==> config.mk <==
export PLATFORM = sky130hd
export DESIGN_NAME = complex_op_fifo
export DESIGN_NICKNAME = d
export VERILOG_FILES = /design/src/rtl/complex_mult_pkg.sv /design/src/rtl/complex_op_fifo_ptr_ctrl.sv /design/src/rtl/complex_op_fifo.sv
export SDC_FILE = /design/constraint.sdc
export NUM_CORES = 1
export LEC_CHECK = 0
export ABC_AREA = 1
export BUFFER_PORTS_ARGS = -buffer_cell sky130_fd_sc_hd__buf_2
export CAP_MARGIN = 20
export CELL_PAD_IN_SITES_DETAIL_PLACEMENT = 0
export CELL_PAD_IN_SITES_GLOBAL_PLACEMENT = 2
export CORE_MARGIN = 2
export CORE_UTILIZATION = 41
export DETAILED_ROUTE_END_ITERATION = 6
export PLACE_DENSITY_LB_ADDON = 0.1
export SLEW_MARGIN = 20
export SYNTH_ARGS = -nofsm -noshare
export SYNTH_HDL_FRONTEND = slang
export SYNTH_SLANG_ARGS = --single-unit
==> constraint.sdc <==
create_clock -name clk -period 6.3 [get_ports clk]
set_input_delay 0.315 -clock clk [delete_from_list [all_inputs] [get_ports clk]]
set_output_delay 0.315 -clock clk [all_outputs]
set_load 0.02 [all_outputs]
==> src/rtl/complex_mult_pkg.sv <==
// +-----------------------------------------------------------------------------+
// | complex_mult_pkg: shared operand-entry layout for the complex multiplier.  |
// | Rev 1.0                                                                     |
// +-----------------------------------------------------------------------------+
`default_nettype none

package complex_mult_pkg;

  typedef enum logic [1:0] {
    FLD_OP1_RE = 2'd0,
    FLD_OP1_IM = 2'd1,
    FLD_OP2_RE = 2'd2,
    FLD_OP2_IM = 2'd3
  } field_e;

  localparam int DATA_W_DEF = 8;
  localparam int ENTRY_W    = 4 * DATA_W_DEF;
  localparam int OP1_RE_LSB = 0;
  localparam int OP1_IM_LSB = DATA_W_DEF;
  localparam int OP2_RE_LSB = 2 * DATA_W_DEF;
  localparam int OP2_IM_LSB = 3 * DATA_W_DEF;

  // Field offset for an arbitrary component width; matches the constants above.
  function automatic int field_lsb(input int data_w, input field_e fld);
    return data_w * int'(fld);
  endfunction

endpackage

`default_nettype wire

==> src/rtl/complex_op_fifo_ptr_ctrl.sv <==
// +-----------------------------------------------------------------------------+
// | fifo_ptr_ctrl: read/write pointers, occupancy count and handshake qualify. |
// | Rev 1.0                                                                     |
// +-----------------------------------------------------------------------------+
`default_nettype none

module fifo_ptr_ctrl #(
  parameter int DEPTH  = 4,
  parameter int ADDR_W = 2
) (
  input  logic              clk,
  input  logic              rstn,
  input  logic              i_clr,
  input  logic              i_push_req,
  input  logic              i_pop_req,
  output logic              o_full,
  output logic              o_empty,
  output logic              o_push,
  output logic              o_pop,
  output logic [ADDR_W-1:0] o_wr_ptr,
  output logic [ADDR_W-1:0] o_rd_ptr,
  output logic [ADDR_W:0]   o_count
);

  localparam logic [ADDR_W:0] c_DEPTH = (ADDR_W + 1)'(DEPTH);

  logic [ADDR_W-1:0] r_wr_ptr;
  logic [ADDR_W-1:0] r_rd_ptr;
  logic [ADDR_W:0]   r_count;
  logic              w_push;
  logic              w_pop;

  // Full/empty come from the registered count only, so a pop never frees a slot in the same cycle.
  assign o_full  = (r_count == c_DEPTH);
  assign o_empty = (r_count == '0);
  assign w_push  = i_push_req & ~o_full;
  assign w_pop   = i_pop_req & ~o_empty;

  always_ff @(posedge clk) begin
    if (!rstn || i_clr) begin
      r_wr_ptr <= '0;
      r_rd_ptr <= '0;
      r_count  <= '0;
    end else begin
      if (w_push) r_wr_ptr <= r_wr_ptr + 1'b1;
      if (w_pop)  r_rd_ptr <= r_rd_ptr + 1'b1;
      case ({w_push, w_pop})
        2'b10:   r_count <= r_count + 1'b1;
        2'b01:   r_count <= r_count - 1'b1;
        default: r_count <= r_count;
      endcase
    end
  end

  assign o_push   = w_push;
  assign o_pop    = w_pop;
  assign o_wr_ptr = r_wr_ptr;
  assign o_rd_ptr = r_rd_ptr;
  assign o_count  = r_count;

endmodule

`default_nettype wire

==> src/rtl/complex_op_fifo.sv <==
// +-----------------------------------------------------------------------------+
// | complex_op_fifo: DEPTH-entry operand-pair buffer ahead of the multiplier.  |
// | Rev 1.0                                                                     |
// +-----------------------------------------------------------------------------+
`default_nettype none

module complex_op_fifo
  import complex_mult_pkg::*;
#(
  parameter int DATA_W = 8,
  parameter int DEPTH  = 4,
  parameter int ADDR_W = 2
) (
  input  logic              clk,
  input  logic              rstn,
  input  logic              sw_rst,
  input  logic              in_val,
  input  logic [DATA_W-1:0] in_op1_re,
  input  logic [DATA_W-1:0] in_op1_im,
  input  logic [DATA_W-1:0] in_op2_re,
  input  logic [DATA_W-1:0] in_op2_im,
  output logic              in_ready,
  output logic              op_val,
  input  logic              op_ready,
  output logic [DATA_W-1:0] op1_re,
  output logic [DATA_W-1:0] op1_im,
  output logic [DATA_W-1:0] op2_re,
  output logic [DATA_W-1:0] op2_im,
  output logic [ADDR_W:0]   fill_level
);

  localparam int c_ENTRY_W    = 4 * DATA_W;
  localparam int c_OP1_RE_LSB = field_lsb(DATA_W, FLD_OP1_RE);
  localparam int c_OP1_IM_LSB = field_lsb(DATA_W, FLD_OP1_IM);
  localparam int c_OP2_RE_LSB = field_lsb(DATA_W, FLD_OP2_RE);
  localparam int c_OP2_IM_LSB = field_lsb(DATA_W, FLD_OP2_IM);

  logic [c_ENTRY_W-1:0] r_mem [0:DEPTH-1];
  logic [c_ENTRY_W-1:0] w_wr_entry;
  logic [c_ENTRY_W-1:0] w_rd_entry;
  logic                 w_full;
  logic                 w_empty;
  logic                 w_push;
  logic                 w_pop;
  logic [ADDR_W-1:0]    w_wr_ptr;
  logic [ADDR_W-1:0]    w_rd_ptr;
  logic [ADDR_W:0]      w_count;

  fifo_ptr_ctrl #(
    .DEPTH  (DEPTH),
    .ADDR_W (ADDR_W)
  ) u_ptr_ctrl (
    .clk        (clk),
    .rstn       (rstn),
    .i_clr      (sw_rst),
    .i_push_req (in_val),
    .i_pop_req  (op_ready),
    .o_full     (w_full),
    .o_empty    (w_empty),
    .o_push     (w_push),
    .o_pop      (w_pop),
    .o_wr_ptr   (w_wr_ptr),
    .o_rd_ptr   (w_rd_ptr),
    .o_count    (w_count)
  );

  always_comb begin
    w_wr_entry = '0;
    w_wr_entry[c_OP1_RE_LSB +: DATA_W] = in_op1_re;
    w_wr_entry[c_OP1_IM_LSB +: DATA_W] = in_op1_im;
    w_wr_entry[c_OP2_RE_LSB +: DATA_W] = in_op2_re;
    w_wr_entry[c_OP2_IM_LSB +: DATA_W] = in_op2_im;
  end

  // Storage is cleared on reset so the head output reads zero until the first push.
  always_ff @(posedge clk) begin
    if (!rstn || sw_rst) begin
      for (int i = 0; i < DEPTH; i++) r_mem[i] <= '0;
    end else if (w_push) begin
      r_mem[w_wr_ptr] <= w_wr_entry;
    end
  end

  assign w_rd_entry = r_mem[w_rd_ptr];

  assign in_ready   = ~w_full;
  assign op_val     = ~w_empty;
  assign op1_re     = w_rd_entry[c_OP1_RE_LSB +: DATA_W];
  assign op1_im     = w_rd_entry[c_OP1_IM_LSB +: DATA_W];
  assign op2_re     = w_rd_entry[c_OP2_RE_LSB +: DATA_W];
  assign op2_im     = w_rd_entry[c_OP2_IM_LSB +: DATA_W];
  assign fill_level = w_count;

endmodule

`default_nettype wire

==> results.json <==
{
  "overflow": 0,
  "min_path_cells": 3,
  "finalSetupTns_ns": 0,
  "grt_pass1_wl_um": 23400,
  "cap_viol_max_count": 0,
  "post_cts.repair.setup_buffers": 0,
  "cp_data_required_time_ns": 5.98,
  "wl_met1_um": 6200,
  "cpPeakStageDelay_ns": 0.90,
  "grt_pass1_vias": 4372,
  "drtAntennaViolNets": 0,
  "final_cell_mix": "nor2_1, edfxtp_1, buf_2, o21ai_0, inv_1",
  "setup_violations": 0,
  "worstHoldEndpoint": "u_ptr_ctrl.o_rd_ptr[1]",
  "start_kind": "flop",
  "cts_root_buf": "clkbuf_16",
  "vdd_drop_max_mv": 0.179,
  "dieArea_sq_mm": 0.0162,
  "yosysWarningCount": 0,
  "cp.arrival_ns": 2.99,
  "ys_ff_latch": 137,
  "diodes": 0,
  "critPathKind": "reg -> out",
  "htreeDepth": 4,
  "drtIter0Drc": 334,
  "hold_buffers": 0,
  "p_leak_uw": 0.00293,
  "cp_slowest_cell": "clkinv_2",
  "r2r-start": "u_ptr_ctrl.o_wr_ptr[1]",
  "power_uw": 2070,
  "fmax_ghz": 0.303,
  "highest_layer": "met4",
  "wire_per_inst_um": 17.3,
  "drive_gt1_share_pct": 25.8,
  "num_vias": 4344,
  "tritoncts": "done",
  "power_density_mw_per_mm2": 282,
  "slew_headroom_pct": 41.4,
  "final_common_cell": "nor2_1",
  "antenna_found_initial": 0,
  "worst_slew_pin_slew_ns": 0.878,
  "ys_seq_area_share_pct": 64.4,
  "chipHeight_um": 127,
  "clock_latency_ns": 0.41,
  "cp_max_fo": 65,
  "fin_ws_ns": 3.00,
  "grt_max_degree": 66,
  "die_w_um": 127,
  "synth_cells": 584,
  "hold_path.class": "in -> reg",
  "globalplace.congestion": 0.704,
  "clockBufferDepth": 2,
  "cp_cell_sequence": "buf_4, clkinv_2, o21ai_0, o22ai_1, buf_2",
  "vias_per_cell": 5.11,
  "path_clk_slew_ns": 0.05,
  "met3WireLength_um": 705,
  "wl_met2_um": 7590,
  "cts_resized": 0,
  "min_period_over_period_pct": 52.4,
  "wirelength_um": 14700,
  "grt_util_all_layers_pct": 19.4,
  "min_from": "op_ready",
  "cts.sinks": 137,
  "avgSynthCellArea_sq_um": 10.7,
  "slew_violations": 0,
  "r2r-end": "r_mem[2][15]",
  "synth.distinct_cells": 25,
  "initial_core_util_pct": 41.6,
  "area_delta_synth_final_pct": 17.3,
  "synthesis.area_sq_mm": 0.00625,
  "drc": 0,
  "rsz0062_at_grt": "false",
  "crit_path_end_kind": "output pin",
  "hold_viol_final": 0,
  "fin_skew_ns": 0.00546,
  "place_ws_ns": 2.69,
  "port_buffers": 73,
  "ios": 74,
  "synthesis.nets": 623,
  "coreArea_sq_mm": 0.0150,
  "dpl.hpwl_um": 8280,
  "period_needed_ns": 3.30,
  "reg2reg_depth": 5,
  "first_pass_iters": 5,
  "status": "completed",
  "numCtsBuffers": 17,
  "r2r_setup_slack_ns": 3.79,
  "rows": 45,
  "nets": 690
}
## cell type report
class / count / area, sq um
clock buffers: 21 / 440
multi-input cells: 331 / 1790
inverters: 80 / 302
flip-flops and latches: 137 / 4030
well taps: 188 / 235
clock inverters: 9 / 35.0
repair buffers: 84 / 500
fillers: 1417 / 7700
## where the power goes
part	leakage, uW	switching, uW	internal (uW)
clock network	0.000231	335	485
registers	0.00150	14.0	1040
logic	0.00120	135	57.0
## cell families (layout without fill, tap and decap cells)
| kind of cell | count (synthesis) | count (layout) | synth area share, % |
|---|---|---|---|
| AO/OA/AOI/OAI | 107 | 107 | 9.25 |
| flip-flops | 137 | 137 | 64.4 |
| AND/OR/NAND/NOR | 222 | 222 | 18.2 |
| buffers and inverters | 116 | 194 | 7.63 |
| adder cells (fa/ha/maj) | 2 | 2 | 0.521 |
## routing by layer
metal | global-route usage, % | up-vias
met2 | 33.5 | 111
met5 | 0 | -
met3 | 3.81 | 18
li1 | - | 2113
met4 | 6.92 | 0
met1 | 24.5 | 2102
## per-stage QoR
step | utilization [%] | hold slack, ns | instances | area (sq um)
3_3_place_gp | 45.1 | 0.492 | 817 | 6780
6_report | 48.8 | 0.227 | 850 | 7330
3_5_place_dp | 45.2 | 0.500 | 818 | 6800
4_1_cts | 48.4 | 0.204 | 848 | 7270
5_1_grt | 48.8 | 0.262 | 850 | 7330
2_1_floorplan | - | 0.472 | 584 | 6250
## worst max path at each step
stage                               to  cells past startpoint
after floorplan            r_mem[0][0]                      4
after global placement    r_mem[0][15]                      4
after detailed placement  r_mem[0][14]                      4
after CTS                 r_mem[0][14]                      4
after global routing         op2_re[4]                      5
final                        op2_re[4]                      5
## registers in the layout, indices dropped and copies added (netlist names), named ones only
name / flops
r_mem: 128
u_ptr_ctrl.o_count: 3
u_ptr_ctrl.o_rd_ptr: 2
u_ptr_ctrl.o_wr_ptr: 2
## critical path: cells and delay by family (launching register included)
family	cells	cell delay, ns
compound gates	2	0.61
buf+inv	3	1.63
flops	1	0.31
## cells in the mapped netlist, drive strengths merged
master,instances,area share (%)
a21boi,1,0.12
a21oi,2,0.16
buf,18,1.7
clkbuf,18,1.1
dfxtp,9,2.9
edfxtp,128,62
fa,1,0.32
ha,1,0.20
inv,80,4.8
nand2,14,0.96
nand3,5,0.60
nand4,1,0.20
nor2,170,14
nor3,32,2.6
o21ai,72,5.8
o22ai,32,3.2
Note: power is estimated with default switching activity, not from simulation.
